## src/rtl/uart_tx_fifo.sv

```systemverilog
// uart_tx_fifo: byte-wide TX FIFO feeding an 8N1 UART serializer.
// Each serial bit lasts clk_div clock cycles; divisor values below 2 run at 2.
// Optional macro UART_TX_PARITY_EN adds an even parity bit after the data bits.
module uart_tx_fifo #(
  parameter int DEPTH = 4,
  parameter int DIV_W = 16
) (
  input  logic                     wb_clk_i,
  input  logic                     wb_rst_i,
  input  logic [DIV_W-1:0]         clk_div,
  input  logic [7:0]               tx_data,
  input  logic                     tx_valid,
  output logic                     tx_ready,
  output logic                     ser_tx,
  output logic                     busy,
  output logic [$clog2(DEPTH):0]   fifo_level
);

  localparam int AW = $clog2(DEPTH);
  localparam int LW = AW + 1;

`ifdef UART_TX_PARITY_EN
  typedef enum logic [2:0] {IDLE, START, DATA, PARITY, STOP} state_t;
`else
  typedef enum logic [2:0] {IDLE, START, DATA, STOP} state_t;
`endif

  state_t           state;
  logic [7:0]       mem [DEPTH];
  logic [AW-1:0]    wr_ptr;
  logic [AW-1:0]    rd_ptr;
  logic [7:0]       data_reg;
  logic [DIV_W-1:0] period_reg;
  logic [DIV_W-1:0] cycle_cnt;
  logic [2:0]       bit_cnt;
  logic             push;
  logic             pop;
  logic             bit_end;

  assign tx_ready = (fifo_level != LW'(DEPTH));
  assign push     = tx_valid && tx_ready;
  assign bit_end  = (cycle_cnt == period_reg - DIV_W'(1));
  assign busy     = (state != IDLE) || (fifo_level != '0);

  // A byte leaves the FIFO when the serializer is idle, or when a stop bit ends with more data waiting.
  always_comb begin
    pop = 1'b0;
    if (fifo_level != '0) begin
      if (state == IDLE) begin
        pop = 1'b1;
      end else if ((state == STOP) && bit_end) begin
        pop = 1'b1;
      end
    end
  end

  // FIFO storage; contents need no reset because the level counter says what is valid.
  always_ff @(posedge wb_clk_i) begin
    if (push && !wb_rst_i) begin
      mem[wr_ptr] <= tx_data;
    end
  end

  // FIFO pointers and occupancy; pointers wrap naturally because DEPTH is a power of two.
  always_ff @(posedge wb_clk_i) begin
    if (wb_rst_i) begin
      wr_ptr     <= '0;
      rd_ptr     <= '0;
      fifo_level <= '0;
    end else begin
      if (push) begin
        wr_ptr <= wr_ptr + AW'(1);
      end
      if (pop) begin
        rd_ptr <= rd_ptr + AW'(1);
      end
      case ({push, pop})
        2'b10:   fifo_level <= fifo_level + LW'(1);
        2'b01:   fifo_level <= fifo_level - LW'(1);
        default: fifo_level <= fifo_level;
      endcase
    end
  end

  // Serializer FSM; a pop always starts a new frame, otherwise each state counts out its bit period.
  always_ff @(posedge wb_clk_i) begin
    if (wb_rst_i) begin
      state      <= IDLE;
      ser_tx     <= 1'b1;
      data_reg   <= '0;
      period_reg <= '0;
      cycle_cnt  <= '0;
      bit_cnt    <= '0;
    end else if (pop) begin
      data_reg   <= mem[rd_ptr];
      period_reg <= (clk_div < DIV_W'(2)) ? DIV_W'(2) : clk_div;
      cycle_cnt  <= '0;
      bit_cnt    <= '0;
      ser_tx     <= 1'b0;
      state      <= START;
    end else begin
      case (state)
        IDLE: begin
          ser_tx    <= 1'b1;
          cycle_cnt <= '0;
        end
        START: begin
          if (bit_end) begin
            cycle_cnt <= '0;
            bit_cnt   <= '0;
            ser_tx    <= data_reg[0];
            state     <= DATA;
          end else begin
            cycle_cnt <= cycle_cnt + DIV_W'(1);
          end
        end
        DATA: begin
          if (bit_end) begin
            cycle_cnt <= '0;
            if (bit_cnt == 3'd7) begin
`ifdef UART_TX_PARITY_EN
              ser_tx <= ^data_reg;
              state  <= PARITY;
`else
              ser_tx <= 1'b1;
              state  <= STOP;
`endif
            end else begin
              bit_cnt <= bit_cnt + 3'd1;
              ser_tx  <= data_reg[bit_cnt + 3'd1];
            end
          end else begin
            cycle_cnt <= cycle_cnt + DIV_W'(1);
          end
        end
`ifdef UART_TX_PARITY_EN
        PARITY: begin
          if (bit_end) begin
            cycle_cnt <= '0;
            ser_tx    <= 1'b1;
            state     <= STOP;
          end else begin
            cycle_cnt <= cycle_cnt + DIV_W'(1);
          end
        end
`endif
        STOP: begin
          if (bit_end) begin
            cycle_cnt <= '0;
            ser_tx    <= 1'b1;
            state     <= IDLE;
          end else begin
            cycle_cnt <= cycle_cnt + DIV_W'(1);
          end
        end
        default: begin
          ser_tx <= 1'b1;
          state  <= IDLE;
        end
      endcase
    end
  end

endmodule

```

## config.mk

```make
export PLATFORM = sky130hd
export DESIGN_NAME = uart_tx_fifo
export DESIGN_NICKNAME = d
export VERILOG_FILES = /design/src/rtl/uart_tx_fifo.sv
export SDC_FILE = /design/constraint.sdc
export NUM_CORES = 1
export LEC_CHECK = 0
export CAP_MARGIN = 20
export CELL_PAD_IN_SITES_DETAIL_PLACEMENT = 2
export CELL_PAD_IN_SITES_GLOBAL_PLACEMENT = 2
export CORE_MARGIN = 2
export CORE_UTILIZATION = 37
export DETAILED_ROUTE_END_ITERATION = 12
export PLACE_DENSITY = 0.77
export SLEW_MARGIN = 20
export SYNTH_ARGS = -nofsm -noshare
export SYNTH_HDL_FRONTEND = slang
export SYNTH_SLANG_ARGS = --single-unit
export TNS_END_PERCENT = 20
```

## constraint.sdc

```tcl
create_clock -name wb_clk_i -period 3.91 [get_ports wb_clk_i]
set_clock_uncertainty 0.05 [all_clocks]
set_input_delay 0.782 -clock wb_clk_i [delete_from_list [all_inputs] [get_ports wb_clk_i]]
set_output_delay 0.782 -clock wb_clk_i [all_outputs]
set_load 0.1 [all_outputs]
```

* After elaboration in Yosys (flattened, before gate mapping)
Memory sizes are Yosys's and may differ from the RTL's. A register that Yosys moved wholly into a read port is not among the register bits. Cells that the tools add are included.
Storage, ports and cells: bits in registers 46, RAM bits 32, input port bits 27, output and inout port bits 6, logic and storage cells 81, memories 1
Operators by class: add/sub/neg operators 7, order comparisons 2, eq/ne operators 18, multiplexer cells 26, bitwise logic cells 1, reduce and logical (&&, ||, !) cells 17
Memories:
- mem | depth 4, width 8, read ports 1, clocked after Yosys merged registers in 1, write ports 1, RTL line 29 | logic [7:0] mem [DEPTH];
Operators with widths (number):
- $mux W16 | 2
- $pmux W16 S2 | 1
- $mux W3 | 6
- $add A16 B1 Y16 const B | 1
- $eq A16 B16 Y1 | 1
- $lt A16 B2 Y1 const B | 1
- $sub A16 B1 Y16 const B | 1
- $ne A3 B3 Y1 const B | 5
- $mux W1 | 12
- $ne A2 B2 Y1 const B | 6
- $pmux W3 S2 | 2
- $pmux W3 S4 | 1
- $reduce_and A5 Y1 | 2
- $add A3 B1 Y3 const B | 2
- $eq A3 B2 Y1 const B | 2
- $reduce_bool A2 Y1 | 3
- $reduce_bool A3 Y1 | 2
- $add A2 B1 Y2 const B | 2
- $lt A3 B4 Y1 const B | 1
- $reduce_and A4 Y1 | 1
- $bmux W1 S3 | 1
- $eq A3 B1 Y1 const B | 1
- $eq A3 B3 Y1 const B | 1
- $logic_and A1 B1 Y1 | 3
- other kinds (11) | 11

* Logic depth before layout (Yosys ltp)
Gate-level depths: netlist (run 1).
depth after elaboration 8, mapped depth 14

* Worst setup path after synthesis (run 1)
OpenSTA, ideal clock, no wires.
kind reg2reg, start point reg fifo_level[0], end point reg fifo_level[2], setup time 0.070 ns, arrival 3.330 ns, data required time 3.790 ns, slack 0.459 ns, stages on the path, launching flop included 9, path buffers 0, period minus slack after synthesis 3.451 ns, path through dfxtp_1 > nor2_1 > nand2_1 > nand2_1 > ha_1 > fa_1 > xnor2_1 > or3_1 > a21oi_1
On the way: word-level cells in the longest chain between the ends 4
Ends and longest elaborated chain:
- start, declared | RTL line 16 | output logic [$clog2(DEPTH):0] fifo_level
- start signal, assigned | RTL line 78 | 2'b10: fifo_level <= fifo_level + LW'(1);
- start signal, assigned | RTL line 79 | 2'b01: fifo_level <= fifo_level - LW'(1);
- start signal, assigned | RTL line 80 | default: fifo_level <= fifo_level;
- $ne A3 B3 Y1 (*) | RTL line 40 | assign tx_ready = (fifo_level != LW'(DEPTH));
- net tx_ready | RTL line 13 | output logic tx_ready,
- $logic_and A1 B1 Y1 (*) | RTL line 41 | assign push = tx_valid && tx_ready;
- $eq A2 B1 Y1 or $eq A2 B2 Y1 (tied branches) | RTL line 77 | case ({push, pop})
- $pmux W3 S2 or $reduce_bool A2 Y1 (tied branches)
The timed path passes the listed nets; every way through them passes the cells marked *. A chain may end at the register's enable or synchronous reset.

* Worst setup path in the final report (run 1)
start point reg period_reg[2], end point reg fifo_level[2]
On the way: word-level cells in the longest chain between the ends 8
Ends and longest elaborated chain:
- start, declared | RTL line 33 | logic [DIV_W-1:0] period_reg;
- start signal, assigned | RTL line 96 | period_reg <= (clk_div < DIV_W'(2)) ? DIV_W'(2) : clk_div;
- $sub A16 B1 Y16 (*) | RTL line 42 | assign bit_end = (cycle_cnt == period_reg - DIV_W'(1));
- $eq A16 B16 Y1 (*) | RTL line 42
- $logic_and A1 B1 Y1 (*) | RTL line 51 | end else if ((state == STOP) && bit_end) begin
- $mux W1 (*) | RTL line 51
- $mux W1 (*) | RTL line 49 | if (state == IDLE) begin
- $mux W1 (*) | RTL line 48 | if (fifo_level != '0) begin
- net pop | RTL line 37 | logic pop;
- $eq A2 B1 Y1 or $eq A2 B2 Y1 (tied branches) | RTL line 77
- $pmux W3 S2 or $reduce_bool A2 Y1 (tied branches)
Marked as above.

==> results of run 1 <==
==> cells in the final DEF (no fill, tap or decap), types with 11 or more instances in the layout <==
cell type	instances
edfxtp_1	32
o21ai_0	33
clkdlybuf4s50_1	31
a21oi_1	34
nand2_1	42
nand3_1	51
xnor2_1	11
dfxtp_1	53
ha_1	14
a31oi_1	18
nor2_1	29
==> final cells by class <==
| class | instances | share of cell area, % |
|---|---|---|
| Clock buffer | 9 | 4.30 |
| Clock inverter | 7 | 1.34 |
| Inverter | 10 | 0.717 |
| Multi-Input combinational cell | 351 | 44.2 |
| Sequential cell | 85 | 38.6 |
| Tap cell | 147 | 3.51 |
| Timing Repair Buffer | 41 | 7.36 |
==> Yosys cell counts, types with 2 or more instances <==
cell / count
nand2b_1: 6
mux2i_1: 2
clkbuf_1: 25
nor4_1: 9
nand2_1: 42
a311oi_1: 2
and3_1: 3
edfxtp_1: 32
a31oi_1: 18
dfxtp_1: 53
nor2_1: 29
buf_1: 4
a21oi_1: 34
inv_1: 10
nand3_1: 51
or2_2: 6
or3_1: 10
nor3_1: 11
a211oi_1: 2
a31o_2: 3
xnor2_1: 11
and2_1: 6
buf_2: 5
nor3b_1: 3
nor2b_1: 5
o21ai_0: 34
xor2_1: 8
nor4_2: 2
ha_1: 14
or4b_1: 2
mux4_2: 10
nand4_1: 6
o31ai_1: 2
==> worst max-delay path, cell delays in order, from the launching register on <==
cell	delay, ns
dfxtp_1	0.40
or4_4	0.59
nor4_2	0.33
a31oi_1	0.11
or3_1	0.42
o41a_1	0.44
nor2_1	0.23
ha_1	0.27
fa_1	0.21
xnor2_1	0.08
or3_1	0.31
a21oi_1	0.14
==> kinds of logic (layout without fill, tap and decap cells) <==
group,after synthesis,in the layout,share of synthesized area [%]
compound gates,107,107,14.3
flops,85,85,45.1
simple gates,196,196,22.5
buf+inv,44,67,3.82
fa+ha+maj,15,15,4.35
xor+xnor,20,20,4.21
mux,13,13,5.72
==> per-stage QoR <==
stage                     worst slack (ns)  util (%)  power [W]  instance area, sq um
final                                0.258      44.0    0.00388                  5240
after global routing                0.0821      44.0    0.00413                  5240
after CTS                            0.264      44.0    0.00392                  5240
after detailed placement             0.300      41.5    0.00302                  4940
after global placement               0.410      41.5    0.00295                  4940
after floorplan                      0.459         -    0.00250                  4480
==> power by group through the flow <==
stage / Combinational [W] / Sequential (W) / Clock [W]
finish: 0.00176 / 0.00126 / 0.000864
CTS: 0.00177 / 0.00126 / 0.000888
global placement: 0.00169 / 0.00126 / 0
detailed placement: 0.00174 / 0.00128 / 0
global route: 0.00192 / 0.00129 / 0.000923
floorplan: 0.00123 / 0.00127 / 0
==> metal layers <==
| layer | GRT usage [%] | part of all wire, % | up-vias |
|---|---|---|---|
| li1 | - | - | 1802 |
| met4 | 6.02 | 1.2 | 0 |
| met3 | 3.71 | 2.1 | 11 |
| met2 | 35.4 | 49 | 42 |
| met1 | 28.5 | 47 | 1848 |
| met5 | 0 | 0 | - |
==> path summary, 6_finish.rpt <==
path	from	to	slack (ns)	depth (start not counted)
worst max-delay path	period_reg[2]	fifo_level[2]	0.26	11
worst min-delay path	data_reg[2]	data_reg[2]	0.44	2
worst max register to register	period_reg[2]	fifo_level[2]	0.26	11
worst min register to register	data_reg[2]	data_reg[2]	0.44	2
==> metrics.csv, run 1 <==
metric,value,unit
Fin. Hold Viols,0,
most area-hungry cell type in the Yosys netlist,dfxtp_1,
final setup fails,0,
Cells after Synth,480,
CP required,4.14,ns
drt total wl,12900,um
Via Count,3703,
vias in the first global route,4018,
initial antenna violation count,0,
Least-Margin Pin Slew,0.968,ns
flip-flop and latch count after synthesis,85,
vias per cell,5.70,
ys async rst share,0,%
maxcap violations,0,
worst hold path type,register to register,
"Worst Path Class, Setup",register to register,
switching pwr,0.00168,W
Flop pwr share,32.4,%
Startpoint Class,register,
"Reg clk slew, reported paths",0.07,ns
share of the synthesized area in the top cell type,23.7,%
Tcrit/Tclk final,93.4,%
root buffer cell,clkbuf_16,
share of layout cells above drive strength 1,10.3,%
CTS Buf Count,9,
max_slew headroom,35.3,%
syn_nets,522,
std cell rows,40,
I/O Buffers,32,
Core ar.,11900,sq um
max-slew violations,0,
FF+latch area,2020,sq um
count of cell types in the netlist,53,
Tot GR Track Use,21.2,%
# resized after CTS,0,
number of flops mapped to enable cells by yosys,32,
Yosys Warn Count,0,
grt total ovfl,0,
hold-fix buffers at CTS,0,
Cell Pwr Density,740,nW/um^2
first-pass GRT wire length,21300,um
Die ar.,13000,sq um
clock latency at the later pin of the worst-skew pair,0.35,ns
gpl congestion,0.823,
Final nets,540,
DP Cell Count,634,
Detail Placement HPWL,9350,um
# Post-CTS Setup Buffers,0,
ant diodes,0,
Arrival @ worst endpoint,3.88,ns
mapped cell area,4480,sq um
Crit Path Max Fanout,9,
Die Y,114,um
DRC viols,0,
Avg WL per Cell,19.9,um
setup TNS,0,ns
clock sinks,85,
DR iter-0 viols,129,
Crit. End Element,register,
syn_area_per_cell,9.34,sq um
Fmax achieved,274,MHz
fillers,1286,
status,finished clean,
Sw Ratio,43.4,%
"Cell Count, Final, Fillers Out",650,
area occupied by multi-input gates,2310,sq um
Layout area overhead,16.8,%
CTS tree,yes,
Pint,0.00219,W
largest net degree at the start of global routing,36,
worst ir drop on vdd,0.599,mV
CTS Buffer Depth,2,
leakage,1.76,nW
final antenna-violating net count,0,
Logic pwr share,45.3,%
Synth area leaders,"dfxtp_1 24%, edfxtp_1 21%, nand3_1 5.7%",
width of the chip,114,um
ys flop type,dfxtp_1,
part of the Yosys area used for sequential elements,45.1,%
Top Ports,33,
Tmin final,3.65,ns
hold_ws,0.439,ns
Clk pwr share,22.3,%
unrepaired setup endpoints after global routing,no,
max FFs per register,32,
Initial Utilization,37.6,%
drt pass-1 iters,4,
CTS HTree Levels,3,
Power figures use the tool's default switching activity.
==> inputs of run 2 (changes only) <==
--- a/config.mk
+++ b/config.mk
@@ -5,13 +5,14 @@
 export SDC_FILE = /design/constraint.sdc
 export NUM_CORES = 1
 export LEC_CHECK = 0
+export ABC_AREA = 1
 export CAP_MARGIN = 20
 export CELL_PAD_IN_SITES_DETAIL_PLACEMENT = 2
 export CELL_PAD_IN_SITES_GLOBAL_PLACEMENT = 2
 export CORE_MARGIN = 2
-export CORE_UTILIZATION = 37
+export CORE_UTILIZATION = 35
 export DETAILED_ROUTE_END_ITERATION = 12
-export PLACE_DENSITY = 0.77
+export PLACE_DENSITY = 0.78
 export SLEW_MARGIN = 20
 export SYNTH_ARGS = -nofsm -noshare
 export SYNTH_HDL_FRONTEND = slang
==> run 2 against run 1 <==
  * Final cell count up 28%
  * Register-to-register slack better by 0.15 ns
  * Global-route usage up 1.4 points
  * Largest cell class unchanged
  * Largest power group unchanged
==> metrics.csv, run 2 <==
metric,value,unit,change
slowest cell on the critical path,dfxtp_1,,was or4_4
CTS Buffer Depth,2,,unchanged
std cell rows,42,,was 40
Crit path max-delay family,simple AND/OR/NAND/NOR gates,,unchanged
drt pass-1 iters,4,,unchanged
Detail Placement HPWL,11900,um,was 9350 um
ant diodes,0,,unchanged
highest-count cells in the layout ignoring fill and taps,"144 x nand2_1, 73 x inv_1, 67 x nand3_1, 66 x nor2_1, 53 x dfxtp_1",,"was 53 x dfxtp_1, 51 x nand3_1, 42 x nand2_1, 34 x a21oi_1, 33 x o21ai_0"
Pwr Total,0.00446,W,was 0.00388 W
Cells after Synth,625,,was 480
I/O Buffers,32,,unchanged
max_slew headroom,33.6,%,was 35.3%
max-slew violations,0,,unchanged
final instance area,5550,sq um,was 5240 sq um
Placement Cell Area,5230,sq um,was 4940 sq um
worst stage delay on the critical path,0.31,ns,was 0.59 ns
most area-hungry cell type in the Yosys netlist,dfxtp_1,,unchanged
first-pass GRT wire length,25300,um,was 21300 um
initial antenna violation count,0,,unchanged
worst setup path end,busy,,was fifo_level[2]
setup TNS,0,ns,unchanged
most frequent cell after synthesis,nand2_1,,was dfxtp_1
maxcap violations,0,,unchanged
width of the chip,121,um,was 114 um
# resized after CTS,0,,unchanged
Startpoint Class,register,,unchanged
crit-path most repeated cell,nand2_1,,was or3_1
Levels on crit path,15,,was 11
FF-to-FF Start,period_reg[0],,was period_reg[2]
Tcrit/Tclk final,90.8,%,was 93.4%
number of flops mapped to enable cells by yosys,32,,unchanged
part of the Yosys area used for sequential elements,42.2,%,was 45.1%
list of most frequent post-synthesis cells,"144 x nand2_1, 73 x inv_1, 67 x nand3_1",,"was 53 x dfxtp_1, 51 x nand3_1, 42 x nand2_1"
clock sinks,85,,unchanged
Crit Path Max Fanout,12,,was 9
flip-flop and latch count after synthesis,85,,unchanged
sum of buffers and inverters on the critical path,2,,was 0
Yosys Warn Count,0,,unchanged
CP required,3.08,ns,was 4.14 ns
Die ar.,14600,sq um,was 13000 sq um
max FFs per register,32,,unchanged
Reg2Reg Setup Slack,0.41,ns,was 0.26 ns
# Post-CTS Setup Buffers,0,,unchanged
Core ar.,13300,sq um,was 11900 sq um
final antenna-violating net count,0,,unchanged
final setup fails,0,,unchanged
hold-fix buffers at CTS,0,,unchanged
R2R Path End,fifo_level[2],,unchanged
share of the synthesized area in the top cell type,22.1,%,was 23.7%
Crit. End Element,output port,,was register
leakage,2.27,nW,was 1.76 nW
ys flop type,dfxtp_1,,unchanged
Tmin final,3.55,ns,was 3.65 ns
syn_area_per_cell,7.67,sq um,was 9.34 sq um
Top Ports,33,,unchanged
Via Count,4294,,was 3703
"most common cell after layout, fill and taps aside",nand2_1,,was dfxtp_1
CTS HTree Levels,3,,unchanged
"Worst Path Class, Setup",register to output port,,was register to register
Arrival @ worst endpoint,2.72,ns,was 3.88 ns
Cell Pwr Density,803,nW/um^2,was 740 nW/um^2
Worst Setup SP,period_reg[0],,was period_reg[2]
vias per cell,5.15,,was 5.70
count of cell types in the netlist,38,,was 53
CTS tree,yes,,unchanged
worst hold path type,register to register,,unchanged
DR iter-0 viols,216,,was 129
Fmax achieved,282,MHz,was 274 MHz
Tot GR Track Use,22.6,%,was 21.2%
syn_nets,667,,was 522
worst ir drop on vdd,0.337,mV,was 0.599 mV
"Reg clk slew, reported paths",0.07,ns,about the same
R2R cell count,21,,was 11
unrepaired setup endpoints after global routing,no,,unchanged
vias in the first global route,4765,,was 4018
clock latency at the later pin of the worst-skew pair,0.35,ns,about the same
Least-Margin Pin Slew,0.992,ns,was 0.968 ns
drt total wl,15600,um,was 12900 um
Fin. Hold Viols,0,,unchanged
Synth area leaders,"dfxtp_1 22%, edfxtp_1 20%, nand2_1 11%",,"was dfxtp_1 24%, edfxtp_1 21%, nand3_1 5.7%"
Final nets,694,,was 540
grt total ovfl,0,,unchanged
ys async rst share,0,%,unchanged
share of layout cells above drive strength 1,9.28,%,was 10.3%
status,finished clean,,unchanged
Avg WL per Cell,18.7,um,was 19.9 um
DRC viols,0,,unchanged
CP Cell Sequence,inv_1 -> ha_1 -> nand2_2 -> nor2_4 -> nand2_1 -> nand2_1 -> nand2_1 -> nor2_1 -> nand2_1 -> nor2_2 -> nand3_1 -> nand2_2 -> nand2_4 -> nand2_1 -> buf_12,,was or4_4 -> nor4_2 -> a31oi_1 -> or3_1 -> o41a_1 -> nor2_1 -> ha_1 -> fa_1 -> xnor2_1 -> or3_1 -> a21oi_1
Layout area overhead,15.8,%,was 16.8%
largest net degree at the start of global routing,43,,was 36
Initial Utilization,36.1,%,was 37.6%
root buffer cell,clkbuf_16,,unchanged
Die Y,121,um,was 114 um
CTS Buf Count,9,,unchanged
mapped cell area,4790,sq um,was 4480 sq um
gpl congestion,0.857,,was 0.823
==> run 2: layer usage <==
metal  global-route usage (%)  share of wire, %
met1                     28.2                45
met2                     39.6                50
met3                     4.79               3.5
met4                     5.52               1.5
met5                        0                 0
==> run 2: report_power, final <==
group	total, W	leakage [nW]	internal, W	switching [W]
logic	0.00228	1.39	0.000660	0.00162
clock network	0.000924	0.155	0.000513	0.000412
registers	0.00125	0.724	0.00106	0.000190
==> run 2: cell families (layout without fill, tap and decap cells) <==
| group | after synthesis | in the layout | share of synthesized area (%) |
|---|---|---|---|
| simple gates | 328 | 328 | 31.2 |
| buf+inv | 96 | 128 | 8.93 |
| flops | 85 | 85 | 42.2 |
| compound gates | 77 | 77 | 9.24 |
| xor+xnor | 24 | 24 | 4.39 |
| fa+ha+maj | 15 | 15 | 4.07 |
==> run 2: worst min-delay path by stage <==
| stage | startpoint | endpoint | slack, ns | depth (start not counted) |
|---|---|---|---|---|
| floorplan | data_reg[3] | data_reg[3] | 0.39 | 2 |
| global placement | data_reg[2] | data_reg[2] | 0.42 | 2 |
| detailed placement | data_reg[3] | data_reg[3] | 0.42 | 2 |
| CTS | data_reg[3] | data_reg[3] | 0.43 | 2 |
| global route | data_reg[3] | data_reg[3] | 0.46 | 2 |
| finish | data_reg[3] | data_reg[3] | 0.43 | 2 |
==> run 2: through the flow <==
| stage | hold slack (ns) | utilization [%] | cells | setup WS [ns] |
|---|---|---|---|---|
| final | 0.426 | 41.7 | 833 | 0.358 |
| after global placement | 0.416 | 39.3 | 817 | 0.743 |
| after floorplan | 0.394 | - | 625 | 0.446 |
| after CTS | 0.430 | 41.7 | 833 | 0.330 |
| after detailed placement | 0.419 | 39.3 | 817 | 0.475 |
| after global routing | 0.464 | 41.7 | 833 | 0.0636 |
==> run 2: worst reg2reg max path, cell delays in order, from the launching register on <==
cell and delay, ns:
dfxtp_1 0.31, inv_1 0.19, ha_1 0.27, nand2_2 0.15, nor2_2 0.20, nand2_1 0.08, nand2_1 0.06, nand2_1 0.08
nand2_1 0.07, inv_1 0.04, nand2_1 0.06, nor2_2 0.05, nand3_1 0.10, nand2_2 0.09, nand2_4 0.16, inv_2 0.17
ha_1 0.28, fa_1 0.42, a21oi_1 0.17, o21ai_0 0.14, o21ai_0 0.19, a21oi_1 0.06
==> run 2: layout make-up <==
class | instances | area, sq um
Timing Repair Buffer | 36 | 360
Clock inverter | 7 | 92.6
Clock buffer | 9 | 225
Sequential cell | 85 | 2020
Tap cell | 176 | 220
Fill cell | 1557 | 7750
Multi-Input combinational cell | 444 | 2340
Inverter | 76 | 285
